### src/rtl/iccm_boot_loader.sv
// Assembles little-endian UART bytes into 32-bit words and writes them to ICCM
// at ascending addresses until the sentinel word arrives or the ICCM is full.
module iccm_boot_loader #(
    parameter int unsigned AddrWidth = 12,
    parameter logic [31:0] EndWord   = 32'h0000_0FFF
) (
    input  logic                 clk_i,
    input  logic                 rst_ni,
    input  logic                 rx_dv_i,
    input  logic [7:0]           rx_byte_i,
    output logic                 req_o,
    output logic                 we_o,
    output logic [AddrWidth-1:0] addr_o,
    output logic [31:0]          wdata_o,
    output logic                 prog_done_o,
    output logic                 core_rst_no
);

    typedef enum logic [1:0] {
        RECV,
        WRITE,
        DONE
    } state_e;

    state_e               state_q, state_d;
    logic [1:0]           idx_q, idx_d;
    logic [31:0]          asm_q, asm_d;
    logic [AddrWidth-1:0] addr_cnt_q, addr_cnt_d;
    logic [31:0]          wbuf_q, wbuf_d;
    logic                 req_q, req_d;
    logic                 we_q, we_d;
    logic [AddrWidth-1:0] addr_q, addr_d;
    logic [31:0]          wdata_q, wdata_d;
    logic                 done_q, done_d;
    logic                 core_rst_n_q, core_rst_n_d;
    logic [31:0]          word_full;

    // Completed word as seen on the strobe that delivers the fourth byte.
    assign word_full = {rx_byte_i, asm_q[23:0]};

    always_comb begin
        state_d      = state_q;
        idx_d        = idx_q;
        asm_d        = asm_q;
        addr_cnt_d   = addr_cnt_q;
        wbuf_d       = wbuf_q;
        req_d        = 1'b0;
        we_d         = 1'b0;
        addr_d       = addr_q;
        wdata_d      = wdata_q;
        done_d       = done_q;
        core_rst_n_d = core_rst_n_q;

        unique case (state_q)
            RECV, WRITE: begin
                if (state_q == WRITE) begin
                    if (addr_cnt_q == '1) begin
                        state_d      = DONE;
                        done_d       = 1'b1;
                        core_rst_n_d = 1'b1;
                    end else begin
                        addr_cnt_d = addr_cnt_q + 1'b1;
                        state_d    = RECV;
                    end
                end
                // A byte arriving during WRITE starts the next word; the
                // write port registers were loaded a cycle earlier.
                if (rx_dv_i) begin
                    asm_d[{idx_q, 3'b000} +: 8] = rx_byte_i;
                    idx_d = idx_q + 2'd1;
                    if (idx_q == 2'd3) begin
                        wbuf_d = word_full;
                        if (word_full == EndWord) begin
                            state_d      = DONE;
                            done_d       = 1'b1;
                            core_rst_n_d = 1'b1;
                        end else begin
                            state_d = WRITE;
                            req_d   = 1'b1;
                            we_d    = 1'b1;
                            addr_d  = addr_cnt_q;
                            wdata_d = word_full;
                        end
                    end
                end
            end
            DONE: begin
            end
            default: state_d = RECV;
        endcase
    end

    always_ff @(posedge clk_i or negedge rst_ni) begin
        if (!rst_ni) begin
            state_q      <= RECV;
            idx_q        <= '0;
            asm_q        <= '0;
            addr_cnt_q   <= '0;
            wbuf_q       <= '0;
            req_q        <= 1'b0;
            we_q         <= 1'b0;
            addr_q       <= '0;
            wdata_q      <= '0;
            done_q       <= 1'b0;
            core_rst_n_q <= 1'b0;
        end else begin
            state_q      <= state_d;
            idx_q        <= idx_d;
            asm_q        <= asm_d;
            addr_cnt_q   <= addr_cnt_d;
            wbuf_q       <= wbuf_d;
            req_q        <= req_d;
            we_q         <= we_d;
            addr_q       <= addr_d;
            wdata_q      <= wdata_d;
            done_q       <= done_d;
            core_rst_n_q <= core_rst_n_d;
        end
    end

    assign req_o       = req_q;
    assign we_o        = we_q;
    assign addr_o      = addr_q;
    assign wdata_o     = wdata_q;
    assign prog_done_o = done_q;
    assign core_rst_no = core_rst_n_q;

endmodule

### config.mk
export PLATFORM = sky130hd
export DESIGN_NAME = iccm_boot_loader
export DESIGN_NICKNAME = d
export VERILOG_FILES = /design/src/rtl/iccm_boot_loader.sv
export SDC_FILE = /design/constraint.sdc
export NUM_CORES = 1
export LEC_CHECK = 0
export CORE_MARGIN = 4
export CORE_UTILIZATION = 55
export CTS_BUF_LIST = sky130_fd_sc_hd__clkbuf_4 sky130_fd_sc_hd__clkbuf_8 sky130_fd_sc_hd__clkbuf_16
export CTS_CLUSTER_DIAMETER = 40
export CTS_CLUSTER_SIZE = 30
export DETAILED_ROUTE_END_ITERATION = 8
export GPL_TIMING_DRIVEN = 0
export PLACE_DENSITY = 0.82
export SLEW_MARGIN = 30
export SYNTH_ARGS = -nofsm -noshare
export SYNTH_HDL_FRONTEND = slang
export SYNTH_SLANG_ARGS = --single-unit
### constraint.sdc
create_clock -name clk_i -period 3.55 [get_ports clk_i]
set_input_delay 0.355 -clock clk_i [delete_from_list [all_inputs] [get_ports clk_i]]
set_output_delay 0.355 -clock clk_i [all_outputs]
set_load 0.01 [all_outputs]
=== Word-level counts from Yosys, hierarchy flattened ===
Index checks and enable logic that the tools add are counted.

* Output and inout bits: 48
* Register bits after elaboration: 95

* Shifts and indexed selects: 2
* Muxes and demuxes: 21
* Bitwise gates (word level): 2
* $add $sub $neg: 3
* Eq/ne operators: 5
* Reduce and logical (&&, ||, !) cells: 5

{| class="wikitable"
|+ Operator list
! cell !! count
|-
| $bwmux 32 || 1
|-
| $eq 32x12->1 const B || 1
|-
| $shift 8x7->32 const A || 1
|-
| $shiftx 8x7->32 || 1
|-
| $mux 1 || 14
|-
| $add 12x1->12 const B || 1
|-
| $eq 12x12->1 const B || 1
|-
| $mux 2 || 5
|-
| $neg 5->7 || 1
|-
| $eq 2x2->1 const B || 2
|-
| $pmux 2 s2 || 1
|-
| $reduce_and 4->1 || 1
|-
| $reduce_and 3->1 || 1
|-
| $add 2x1->2 const B || 1
|-
| $eq 2x1->1 const B || 1
|-
| $logic_not 2->1 || 1
|-
| $not 1->1 || 2
|-
| $reduce_and 2->1 || 1
|-
| $reduce_or 2->1 || 1
|}

=== Depth between registers and ports, before layout ===
* Word-level depth: 6
* Gate-level depth with buffers: 6
* Mapped depth without buffers: 5

=== Worst setup path after synthesis ===
Ideal clock, no wire load.

* Kind: reg2reg
* Start point: register asm_q[20]
* End point: register addr_q[0], in the netlist addr_o[0]
* Library setup time: 0.125 ns
* Stages on the path, launching flop included: 6
* Period minus slack after synthesis: 1.971 ns
* Path slack: 1.579 ns
* Arrival time: 1.846 ns
* Path buffers: 1
* Cell sequence: dfrtp_1 nor4_1 nand4_1 o31ai_4 buf_6 mux2_2

* Longest elaborated chain between the ends: 3

{| class="wikitable"
|+ Ends and longest elaborated chain
! element !! line !! RTL
|-
| start, declared || 27 || <nowiki>logic [31:0] asm_q, asm_d;</nowiki>
|-
| start signal, assigned || 109 || <nowiki>asm_q <= asm_d;</nowiki>
|-
| $eq 32x12->1 || 73 || <nowiki>if (word_full == EndWord) begin</nowiki>
|-
| $not 1->1 (no source line) || - ||
|-
| $reduce_and 4->1 (no source line) || - ||
|-
| end signal, assigned || 114 || <nowiki>addr_q <= addr_d;</nowiki>
|-
| end, declared || 32 || <nowiki>logic [AddrWidth-1:0] addr_q, addr_d;</nowiki>
|}

No other way between the ends.
A chain may end at the register's enable or synchronous reset.

=== Worst setup path in the final report ===
* Start point: input rx_byte_i[3]
* End point: register wdata_q[30], in the netlist wdata_o[30]

* Longest elaborated chain between the ends: 3

{| class="wikitable"
|+ Ends and longest elaborated chain
! element !! line !! RTL
|-
| start, declared || 10 || <nowiki>input logic [7:0] rx_byte_i,</nowiki>
|-
| $eq 32x12->1 || 73 ||
|-
| $not 1->1 (no source line) || - ||
|-
| $reduce_and 4->1 (no source line) || - ||
|-
| end signal, assigned || 115 || <nowiki>wdata_q <= wdata_d;</nowiki>
|-
| end, declared || 33 || <nowiki>logic [31:0] wdata_q, wdata_d;</nowiki>
|}

No other way between the ends.

==> metrics.yaml <==
status: "finished, final reports clean"
htree_num_levels: 3
die_area_mm2: 0.00770
slew_headroom: 0.474
cp-end-kind: "flop"
arrival_ns: 2.74
area_growth_pct: 26.8
leakagePower_nw: 2.12
detail_route.wl_per_cell_um: 18.3
setup_violations: 0
grt_pass1_vias: 2416
die_w_um: 87.7
cts_setup_buffers: 0
r2r-start: "asm_q[19]"
clk_pin_slew_worst_paths_ns: 0.09
die_y_um: 87.7
max_stage_delay_ns: 0.71
drtIter0Drc: 117
fin_ws_ns: 1.04
whs_ns: 0.467
drt_wl_total_um: 7160
vias_per_cell: 5.90
grt_antenna_before_repair: 0
critical_path_required_ns: 3.79
power_mw: 1.76
root_buffer: "clkbuf_8"
fmax_mhz: 399
period_needed_ns: 2.51
worstPathCellList: "clkdlybuf4s50_1, nor4_1, nand4_1, o31ai_4, buf_6, mux2_2"
ys_ff_latch: 87
slowest_stage: "o31ai_4"
hold_viol: 0
grt_max_degree: 49
initial_core_util: 0.577
pre_cts_slack_ns: 0.709
fin_nets: 328
fin_worst_skew_ns: 0.0121
ys_seq_area_frac: 0.623
p_per_area_mw_per_mm2: 398
ant_nets: 0
io_pins: 59
cts_resized: 0
r2r-end: "wdata_o[30]"
port-buffer-count: 58
grt_overflow: 0
path_max_fanout: 10
hpwl_um: 4980
dr.pass1.iters: 5
final_cell_mix: "dfrtp_1 (87), clkdlybuf4s50_1 (57), mux2_2 (42), a22o_1 (24), clkbuf_8 (11)"
path_class: "in -> reg"
drv_cap: 0
ys_warn_count: 0
clk_latency_ns: 0.36
cts.sinks: 87
period_share: 0.706
cts_buffers: 9
critPathTopFamily: "buffers and inverters"
tightest_slew_ns: 0.783
netlist_area_mm2: 0.00350
hp-class: "in -> async"
stdcell_count: 391
layout_commonest_cell: "dfrtp_1"
placed_cells: 374
coreArea_mm2: 0.00606
row_count: 28
clockBufferDepth: 2
synth_nets: 257
ir_worst_vdd_v: 0.000268
rsz0062_at_grt: "false"
final_max_slew_viol_count: 0
drive_gt1_frac: 0.231
syn_inst: 240
r2r_cells: 5
drc_errors: 0
grt_pass1_wl_um: 12100
place_congestion: 0.831
avgSynthCellArea_um2: 14.6
synth.distinct_cells: 33
antenna_cells: 0
cts_tree: "done"
worst-path-buf-inv: 2
cp-start-kind: "input pin"
grt_use_total: 0.210
fin_setup_tns_ns: 0
r2r_setup_slack_ns: 1.14
vias: 2305
power by group:
group | switching, mW | total [mW] | internal [mW]
clock | 0.346 | 0.718 | 0.373
combinational | 0.0356 | 0.0530 | 0.0174
sequential | 0.00161 | 0.993 | 0.991
total | 0.383 | 1.76 | 1.38
per-layer routing:
metal  routed length, um  vias to the layer above  global-route usage  part of all wire
met5                   0                        -                   0                 0
met4                 132                        0              0.0879             0.018
met3                 524                       13              0.0724             0.073
met2                3380                       77               0.318              0.47
met1                3120                     1178               0.277              0.44
li1                    -                     1037                   -                 -
synthesized netlist by cell type:
master,instances,area share
mux2_1,3,0.0097
o221ai_1,1,0.0025
a22o_1,24,0.060
xnor2_1,5,0.013
xor2_1,5,0.013
nor4_1,7,0.013
and4_1,1,0.0025
nand4_1,9,0.016
nor4b_1,2,0.0050
o41ai_1,1,0.0025
and4bb_2,1,0.0036
or4b_2,1,0.0029
nor4b_2,1,0.0043
o211a_1,1,0.0029
nor3_1,4,0.0057
and2_1,2,0.0036
nor2_1,3,0.0032
nor2b_1,2,0.0036
ha_1,6,0.021
mux2_2,42,0.14
or2_2,1,0.0018
buf_4,1,0.0021
nand2_1,9,0.0097
and3_1,1,0.0018
nand3_1,2,0.0029
buf_6,4,0.013
a21oi_1,2,0.0029
dfrtp_1,87,0.62
nand3b_1,2,0.0043
o21ai_0,1,0.0014
o31ai_4,1,0.0061
buf_2,1,0.0014
inv_1,7,0.0075
flip-flops by register name (all words and copies together) (netlist names):
| signal | cells |
|---|---|
| core_rst_no | 1 |
| asm_q | 24 |
| addr_cnt_q | 12 |
| state_q | 2 |
| addr_o | 12 |
| idx_q | 2 |
| prog_done_o | 1 |
| we_o | 1 |
| wdata_o | 32 |
cell type report:
class | instances | area (um^2)
buffer | 6 | 57.6
tap | 75 | 93.8
clock inverter | 4 | 53.8
timing repair buffer | 60 | 619
multi-input combinational | 140 | 1250
sequential | 87 | 2180
clock buffer | 12 | 159
inverter | 7 | 26.3
fill | 404 | 1630
how the worst max path moves through the flow:
stage	from	endpoint	slack, ns	cells after the start
3_3_place_gp	rst_ni	core_rst_no	-0.89	1
3_5_place_dp	rx_byte_i[3]	addr_o[2]	0.71	6
4_1_cts	rx_byte_i[3]	wdata_o[30]	1.07	6
5_1_grt	rx_byte_i[3]	wdata_o[30]	1.00	6
6_report	rx_byte_i[3]	wdata_o[30]	1.04	6
2_1_floorplan	asm_q[20]	addr_o[0]	1.58	5
repair_timing:
item	in CTS	in global routing
endpoints found under the setup margin	0	0
endpoints found under the hold margin	39	0
hold buffers	1	0
kinds of logic (layout without fill, tap and decap cells):
| kind of cell | Yosys count | after routing | share of synthesized area |
|---|---|---|---|
| AO/OA/AOI/OAI | 31 | 31 | 0.0784 |
| XOR/XNOR | 10 | 10 | 0.0251 |
| adder cells (fa/ha/maj) | 6 | 6 | 0.0215 |
| buffers and inverters | 13 | 89 | 0.0240 |
| flip-flops | 87 | 87 | 0.623 |
| multiplexers | 45 | 45 | 0.145 |
| AND/OR/NAND/NOR | 48 | 48 | 0.0834 |
metrics by stage:
| stage | util | cell area [um^2] |
|---|---|---|
| floorplan | - | 3500 |
| global placement | 0.688 | 4170 |
| detailed placement | 0.695 | 4210 |
| CTS | 0.732 | 4430 |
| global route | 0.732 | 4430 |
| finish | 0.732 | 4430 |
(Power assumes the default switching activity.)
